`config.mk`:
```
export PLATFORM = sky130hd
export DESIGN_NAME = rv32i_fetch_decode_flat
export DESIGN_NICKNAME = d
export VERILOG_FILES = /design/src/rtl/rv32i_pkg.sv /design/src/rtl/rv32i_fetch_decode_if.sv /design/src/rtl/rv32i_imm_gen.sv /design/src/rtl/rv32i_fetch_decode.sv /design/src/flat_wrapper.sv
export SDC_FILE = /design/constraint.sdc
export NUM_CORES = 1
export LEC_CHECK = 0
export CORE_UTILIZATION = 30
export CTS_BUF_LIST = sky130_fd_sc_hd__clkbuf_8
export DETAILED_ROUTE_END_ITERATION = 8
export PLACE_DENSITY_LB_ADDON = 0.08
export SYNTH_ARGS = -nofsm -noshare
export SYNTH_HDL_FRONTEND = slang
export SYNTH_SLANG_ARGS = --single-unit
```
`constraint.sdc`:
```
create_clock -name clk -period 3.77 [get_ports clk]
set_clock_uncertainty 0.05 [all_clocks]
set_input_delay 0.9425 -clock clk [delete_from_list [all_inputs] [get_ports clk]]
set_output_delay 0.9425 -clock clk [all_outputs]
set_load 0.02 [all_outputs]
```
`src/rtl/rv32i_pkg.sv`:
```
// Shared types and constants for the RV32I fetch/decode stage.
package rv32i_pkg;

    localparam int unsigned XLEN    = 32;
    localparam int unsigned CWORD_W = 23;
    localparam int unsigned TYPE_W  = 4;
    localparam int unsigned FUN3_W  = 3;
    localparam int unsigned REG_W   = 5;

    // instType codes carried in cword[3:0]
    localparam logic [TYPE_W-1:0] IT_LOAD  = 4'd0;
    localparam logic [TYPE_W-1:0] IT_IMM   = 4'd1;
    localparam logic [TYPE_W-1:0] IT_STORE = 4'd2;
    localparam logic [TYPE_W-1:0] IT_REG   = 4'd3;
    localparam logic [TYPE_W-1:0] IT_LUI   = 4'd4;
    localparam logic [TYPE_W-1:0] IT_AUIPC = 4'd5;
    localparam logic [TYPE_W-1:0] IT_BRNCH = 4'd6;
    localparam logic [TYPE_W-1:0] IT_JALR  = 4'd7;
    localparam logic [TYPE_W-1:0] IT_JAL   = 4'd8;

    // Major opcodes, instr[6:0]
    localparam logic [6:0] OP_LOAD  = 7'b0000011;
    localparam logic [6:0] OP_IMM   = 7'b0010011;
    localparam logic [6:0] OP_STORE = 7'b0100011;
    localparam logic [6:0] OP_REG   = 7'b0110011;
    localparam logic [6:0] OP_LUI   = 7'b0110111;
    localparam logic [6:0] OP_AUIPC = 7'b0010111;
    localparam logic [6:0] OP_BRNCH = 7'b1100011;
    localparam logic [6:0] OP_JALR  = 7'b1100111;
    localparam logic [6:0] OP_JAL   = 7'b1101111;

    // Control word layout: [22:18] rs2, [17:13] rs1, [12:8] rd, [7] fun7, [6:4] fun3, [3:0] instType
    typedef struct packed {
        logic [REG_W-1:0]  rs2;
        logic [REG_W-1:0]  rs1;
        logic [REG_W-1:0]  rd;
        logic              fun7;
        logic [FUN3_W-1:0] fun3;
        logic [TYPE_W-1:0] itype;
    } cword_t;

    // Branch with all fields zero: the datapath writes nothing
    localparam cword_t CWORD_BUBBLE = cword_t'(23'h000006);

    typedef enum logic [2:0] {
        ST_FETCH  = 3'd0,
        ST_DECODE = 3'd1,
        ST_ISSUE  = 3'd2,
        ST_UPDATE = 3'd3,
        ST_TRAP   = 3'd4
    } fd_state_t;

endpackage

```
`src/rtl/rv32i_fetch_decode_if.sv`:
```
// Instruction-memory req/ack port.
interface rv32i_fetch_decode_if;
    logic        req;
    logic [31:0] addr;
    logic        ack;
    logic [31:0] rdata;

    modport master (output req, output addr, input ack, input rdata);
    modport slave  (input req, input addr, output ack, output rdata);
endinterface

```
`src/rtl/rv32i_imm_gen.sv`:
```
// Combinational instruction -> sign-extended immediate, format chosen by opcode.
module rv32i_imm_gen
    import rv32i_pkg::*;
(
    input  logic [31:0] instr,
    output logic [31:0] imm_c
);

    // Pick I/S/B/U/J layout; R-type and unknown opcodes give zero
    always_comb begin
        imm_c = '0;
        case (instr[6:0])
            OP_LOAD, OP_IMM, OP_JALR: imm_c = {{20{instr[31]}}, instr[31:20]};
            OP_STORE:                 imm_c = {{20{instr[31]}}, instr[31:25], instr[11:7]};
            OP_BRNCH:                 imm_c = {{19{instr[31]}}, instr[31], instr[7],
                                               instr[30:25], instr[11:8], 1'b0};
            OP_LUI, OP_AUIPC:         imm_c = {instr[31:12], 12'b0};
            OP_JAL:                   imm_c = {{11{instr[31]}}, instr[31], instr[19:12],
                                               instr[20], instr[30:21], 1'b0};
            default:                  imm_c = '0;
        endcase
    end

endmodule

```
`src/rtl/rv32i_fetch_decode.sv`:
```
// RV32I fetch/decode/sequencing stage: fetch, decode, hold control word for
// ISSUE_CYCLES, resolve next PC, retire.
// Build option: RV32I_FD_ILLEGAL_TRAP_EN - illegal instructions trap instead of being skipped.
module rv32i_fetch_decode
    import rv32i_pkg::*;
#(
    parameter logic [31:0] RESET_PC     = 32'h0,
    parameter int unsigned ISSUE_CYCLES = 4
) (
    input  logic                 clk,
    input  logic                 rst,
    rv32i_fetch_decode_if.master imem,
    input  logic [31:0]          rs1_val,
    input  logic [31:0]          rs2_val,
    output logic [CWORD_W-1:0]   cword,
    output logic [31:0]          pc,
    output logic [31:0]          imm,
    output logic                 retire,
    output logic                 trap
);

    localparam int unsigned CNT_W = $clog2(ISSUE_CYCLES);

    fd_state_t         state_q, state_d;
    logic [CNT_W-1:0]  cnt_q, cnt_d;
    logic [31:0]       instr_q, instr_d;
    cword_t            cword_q, cword_d;
    logic [31:0]       pc_d, imm_d;
    logic              retire_d, trap_d;
    logic              req_q, req_d;

    cword_t            dec;
    logic              dec_legal;
    logic [31:0]       dec_imm_c;
    logic              taken;
    logic [31:0]       target;

    assign imem.req  = req_q;
    assign imem.addr = pc;
    assign cword     = cword_q;

    rv32i_imm_gen u_imm_gen (
        .instr (instr_q),
        .imm_c (dec_imm_c)
    );

    // Decode latched instruction; register fields the format does not encode are zeroed
    always_comb begin
        dec       = '0;
        dec_legal = 1'b1;
        dec.fun3  = instr_q[14:12];
        dec.rd    = instr_q[11:7];
        dec.rs1   = instr_q[19:15];
        dec.rs2   = instr_q[24:20];
        case (instr_q[6:0])
            OP_LOAD:  begin dec.itype = IT_LOAD;  dec.rs2 = '0; end
            OP_IMM:   begin
                dec.itype = IT_IMM;
                dec.rs2   = '0;
                dec.fun7  = (instr_q[14:12] == 3'b101) ? instr_q[30] : 1'b0;
            end
            OP_STORE: begin dec.itype = IT_STORE; dec.rd = '0; end
            OP_REG:   begin dec.itype = IT_REG;   dec.fun7 = instr_q[30]; end
            OP_LUI:   begin dec.itype = IT_LUI;   dec.rs1 = '0; dec.rs2 = '0; end
            OP_AUIPC: begin dec.itype = IT_AUIPC; dec.rs1 = '0; dec.rs2 = '0; end
            OP_BRNCH: begin
                dec.itype = IT_BRNCH;
                dec.rd    = '0;
                dec_legal = (instr_q[14:13] != 2'b01);
            end
            OP_JALR:  begin dec.itype = IT_JALR;  dec.rs2 = '0; end
            OP_JAL:   begin dec.itype = IT_JAL;   dec.rs1 = '0; dec.rs2 = '0; end
            default:  begin dec = CWORD_BUBBLE;   dec_legal = 1'b0; end
        endcase
    end

    // Branch condition and next-PC target from the issued control word
    always_comb begin
        taken = 1'b0;
        case (cword_q.fun3)
            3'b000:  taken = (rs1_val == rs2_val);
            3'b001:  taken = (rs1_val != rs2_val);
            3'b100:  taken = ($signed(rs1_val) <  $signed(rs2_val));
            3'b101:  taken = ($signed(rs1_val) >= $signed(rs2_val));
            3'b110:  taken = (rs1_val <  rs2_val);
            3'b111:  taken = (rs1_val >= rs2_val);
            default: taken = 1'b0;
        endcase
        target = pc + 32'd4;
        case (cword_q.itype)
            IT_JAL:   target = pc + imm;
            IT_JALR:  target = (rs1_val + imm) & ~32'd1;
            IT_BRNCH: if (taken) target = pc + imm;
            default:  ;
        endcase
    end

    // Sequencer next-state and registered-output values
    always_comb begin
        state_d  = state_q;
        cnt_d    = cnt_q;
        instr_d  = instr_q;
        cword_d  = cword_q;
        pc_d     = pc;
        imm_d    = imm;
        retire_d = 1'b0;
        trap_d   = trap;
        req_d    = 1'b0;
        case (state_q)
            ST_FETCH: begin
                req_d = 1'b1;
                if (req_q && imem.ack) begin
                    instr_d = imem.rdata;
                    req_d   = 1'b0;
                    state_d = ST_DECODE;
                end
            end
            ST_DECODE: begin
                if (dec_legal) begin
                    cword_d = dec;
                    imm_d   = dec_imm_c;
                    cnt_d   = CNT_W'(ISSUE_CYCLES - 1);
                    state_d = ST_ISSUE;
                end else begin
`ifdef RV32I_FD_ILLEGAL_TRAP_EN
                    trap_d   = 1'b1;
                    state_d  = ST_TRAP;
`else
                    pc_d     = pc + 32'd4;
                    retire_d = 1'b1;
                    state_d  = ST_UPDATE;
`endif
                end
            end
            ST_ISSUE: begin
                if (cnt_q != '0) begin
                    cnt_d = cnt_q - CNT_W'(1);
                end else begin
                    cword_d = CWORD_BUBBLE;
                    imm_d   = '0;
                    if (target[1]) begin
                        trap_d  = 1'b1;
                        state_d = ST_TRAP;
                    end else begin
                        pc_d     = target;
                        retire_d = 1'b1;
                        state_d  = ST_UPDATE;
                    end
                end
            end
            ST_UPDATE: begin
                req_d   = 1'b1;
                state_d = ST_FETCH;
            end
            ST_TRAP: ;
            default: state_d = ST_FETCH;
        endcase
    end

    // State and output registers with synchronous active-low reset
    always_ff @(posedge clk) begin
        if (!rst) begin
            state_q <= ST_FETCH;
            cnt_q   <= '0;
            instr_q <= '0;
            cword_q <= CWORD_BUBBLE;
            pc      <= RESET_PC;
            imm     <= '0;
            retire  <= 1'b0;
            trap    <= 1'b0;
            req_q   <= 1'b0;
        end else begin
            state_q <= state_d;
            cnt_q   <= cnt_d;
            instr_q <= instr_d;
            cword_q <= cword_d;
            pc      <= pc_d;
            imm     <= imm_d;
            retire  <= retire_d;
            trap    <= trap_d;
            req_q   <= req_d;
        end
    end

endmodule

```
`src/flat_wrapper.sv`:
```
// flat-port wrapper written by rule: the top's interface ports become plain ports
module rv32i_fetch_decode_flat import rv32i_pkg::*;
#(
    parameter logic [31:0] RESET_PC     = 32'h0,
    parameter int unsigned ISSUE_CYCLES = 4
)
  (clk, rst, rs1_val, rs2_val, cword, pc, imm, retire, trap, imem_req, imem_addr, imem_ack, imem_rdata);
  rv32i_fetch_decode_if imem_i ();
  input  logic clk;
  input  logic rst;
  input  logic [31:0] rs1_val;
  input  logic [31:0] rs2_val;
  output logic [CWORD_W-1:0] cword;
  output logic [31:0] pc;
  output logic [31:0] imm;
  output logic retire;
  output logic trap;
  output wire logic [$bits(imem_i.req)-1:0] imem_req;
  output wire logic [$bits(imem_i.addr)-1:0] imem_addr;
  input wire logic [$bits(imem_i.ack)-1:0] imem_ack;
  input wire logic [$bits(imem_i.rdata)-1:0] imem_rdata;
  assign imem_req = imem_i.req;
  assign imem_addr = imem_i.addr;
  assign imem_i.ack = imem_ack;
  assign imem_i.rdata = imem_rdata;
  rv32i_fetch_decode #(.RESET_PC(RESET_PC), .ISSUE_CYCLES(ISSUE_CYCLES)) u_core (.clk(clk), .rst(rst), .imem(imem_i), .rs1_val(rs1_val), .rs2_val(rs2_val), .cword(cword), .pc(pc), .imm(imm), .retire(retire), .trap(trap));
endmodule
```
==> flow_summary.ini <==
[pwr]
pwr-share-seq_pct = 30.7
pwr-share-comb_pct = 42.1
switchingPower_uw = 2020
swShare_pct = 39.8
ir_drop_mv = 0.303
p_int_uw = 3060
p_clk_share_pct = 27.2
p_per_area_mw_per_mm2 = 342
cellLeakagePower_uw = 0.00620

[routing]
viasPerCell = 5.28
drc = 0
wl_um = 40900
firstDrtPassIters = 6
via_count = 11400
drt_iter0_drc = 769
wire_per_inst_um = 18.8
antenna_left = 0

[die]
die_x_um = 185
pin_count = 221
rows = 66
core_area_mm2 = 0.0328
fp.dieH_um = 185
initial_core_util_pct = 30.7
dieArea_mm2 = 0.0343

[cells_and_area]
multiInputGateArea_mm2 = 0.00746
drive_above_1_share_pct = 22.1
fill_cells = 3380
fin_nets = 1909
finalCoreUtilization_pct = 45.4
synthToLayoutAreaGrowth_pct = 47.9
n_antenna_cell = 0
register_area_mm2 = 0.00252

[synthesis]
ys_warn_count = 0
synthTopCellsByArea = dfxtp_1 (25%), ha_1 (12%), a21oi_1 (9.6%)
synth_top_area_share_pct = 25.1
syn_area_mm2 = 0.0101
synthFlopType = dfxtp_1
syn_inst = 1364
netlist.top_cell.by_area = dfxtp_1
synth_edf_count = 0
ys_seq_area_share_pct = 25.1
avgSynthCellArea_um2 = 7.38
synth.ff_latch_count = 126
synthArstFlopShare_pct = 0
ys_types = 81

[global_route]
grt_max_degree = 45
grt_overflow_total = 0
grt_pass1_wl_um = 62200
first_global_vias = 10900
grt_usage_pct = 23.9
antenna_found_initial = 0

[setup_path]
worstPathMaxFanout = 5
crit_type = in -> reg
worstPathArrival_ns = 4.06
crit_required_ns = 4.08
end_kind = flip-flop
start_kind = input pin
rr_worst_depth = 11

[timing]
finalCritPeriodShare_pct = 99.5
slew_viol_final = 0
finalSetupViolCount = 0
finalHoldViolations = 0
fmax_mhz = 267
whs_ns = 0.412
min_period_ns = 3.75
slew_headroom_pct = 53.9
worst_pin_slew_ns = 0.689

[clock_tree]
cts_made_buffers = 17
root_buffer = clkbuf_8
cts.sinks = 126
clk_latency_ns = 0.47
h-tree-depth = 4
cts_buffer_depth = 2
cts_tree = done
clkTransAtPathRegs_ns = 0.08
holdBufCountCts = 0

[placed_design]
gp_congestion = 0.879
port_buffers = 218
dp_hpwl_um = 31900

[worst_hold_path]
hold_class = reg -> reg
holdPathStages = 2

[run]
maxCapViolations = 0

[outcome]
status = finished, final reports clean
[per-layer routing]
metal	wire length, um	global-route usage, %	vias up
met5	0	0	-
met4	990	7.70	0
met3	2390	4.38	56
met2	18300	37.8	381
met1	19200	32.5	5374
li1	-	-	5635
[cell type report]
class	count	share of cell area, %
Multi-Input combinational cell	1088	50.2
Timing Repair Buffer	418	24.6
Sequential cell	126	17.0
Tap cell	442	3.72
Inverter	63	1.62
Clock buffer	17	1.57
Clock inverter	15	1.42
[synth_stat cells, types with 5 or more instances]
cell type and count:
a211oi_1 14, a21o_1 39, a21oi_1 193, a221oi_1 9
a22oi_1 12, a31oi_1 8, and2_1 7, and3_1 12
buf_4 33, clkbuf_1 46, dfxtp_1 126, ha_1 95
inv_1 63, nand2_1 170, nand2b_1 9, nand3_1 48
nand4_1 19, nor2_1 134, nor2b_1 14, nor3_1 29
nor4_1 9, o2111a_1 5, o211ai_1 13, o21a_1 9
o21ai_0 45, o21bai_1 9, o22ai_1 22, o32ai_1 7
or2_2 5, or3_1 10, xnor2_1 41, xor2_1 19
[worst paths after layout]
| kind | from | end | slack [ns] |
|---|---|---|---|
| worst max-delay path | rs1_val[25] | u_core.imem.addr[12] | 0.02 |
| worst min-delay path | u_core.cword[13] | u_core.cword[13] | 0.41 |
| worst max register to register | u_core.imm[10] | u_core.imem.addr[29] | 0.30 |
| worst min register to register | u_core.cword[13] | u_core.cword[13] | 0.41 |
[kinds of logic after synthesis]
family                   count (synthesis)  share of synthesized area (%)
AND/OR/NAND/NOR                        480                           21.6
flip-flops                             126                           25.1
AO/OA/AOI/OAI                          447                           28.7
adder cells (fa/ha/maj)                 96                           12.0
buffers and inverters                  151                           7.06
multiplexers                             3                          0.298
other                                    1                         0.0373
XOR/XNOR                                60                           5.22
[power by group through the flow]
| stage | registers, uW | clock network [uW] | logic, uW |
|---|---|---|---|
| after detailed placement | 1590 | 0 | 1870 |
| final | 1560 | 1380 | 2140 |
| after CTS | 1560 | 1410 | 2100 |
| after floorplan | 1620 | 0 | 1070 |
| after global routing | 1580 | 1460 | 2330 |
| after global placement | 1590 | 0 | 1860 |
[cells in the final DEF, fill, tap and decap left out, types with 8 or more instances in the layout]
cell type	count
dfxtp_1	126
nand2b_1	9
clkbuf_2	28
nand3_1	45
nor3_1	26
buf_6	14
clkdlybuf4s50_1	154
a22oi_1	11
o21ai_0	41
ha_4	22
o21bai_1	9
a21oi_2	8
o21a_1	9
or3_1	9
buf_4	178
nor2b_1	14
and3_1	11
nand2_1	169
a211oi_1	13
ha_1	70
clkbuf_8	17
inv_1	40
dlygate4sd2_1	28
a21oi_1	185
o211ai_1	13
nor2_1	133
xor2_1	19
o22ai_1	21
nand4_1	19
a21o_1	38
inv_2	23
xnor2_1	39
[state kept, by name, indices dropped and copies added, names as in the netlist]
register          count
u_core.imem.req       1
u_core.instr_q       32
u_core.imem.addr     31
u_core.retire         1
u_core.state_q        3
u_core.imm           32
u_core.cword         23
u_core.trap           1
u_core.cnt_q          2
[per-stage QoR]
step	instance area [um^2]	setup WS [ns]	power, uW	std cells	TNS (ns)
global placement	13700	-0.945	3460	2115	-31.78
CTS	14700	0.00518	5070	2163	0
global route	14900	-0.00824	5360	2169	-0.00824
detailed placement	13700	-0.968	3470	2115	-32.69
floorplan	10100	-0.00416	2690	1365	-0.00493
finish	14900	0.0190	5090	2169	0
[what timing repair did]
item / 4_1_cts / 5_1_grt
setup endpoints to repair: 36 / 33
cloned: 2 / 0
resized for setup: 154 / 99
buffers inserted: 14 / 6
endpoints found under the hold margin: 0 / 0
pin swaps: 26 / 37
[critical path, cell delays in order]
cell	delay [ns]
dlygate4sd2_1	0.30
ha_4	0.29
nand4_1	0.22
nor4_4	0.35
buf_4	0.20
o31a_1	0.26
buf_6	0.15
or4_4	0.13
o211ai_4	0.10
buf_4	0.18
or3_1	0.40
a221oi_2	0.28
o21ai_1	0.12
o211a_1	0.13
Power figures use the tool's default switching activity.
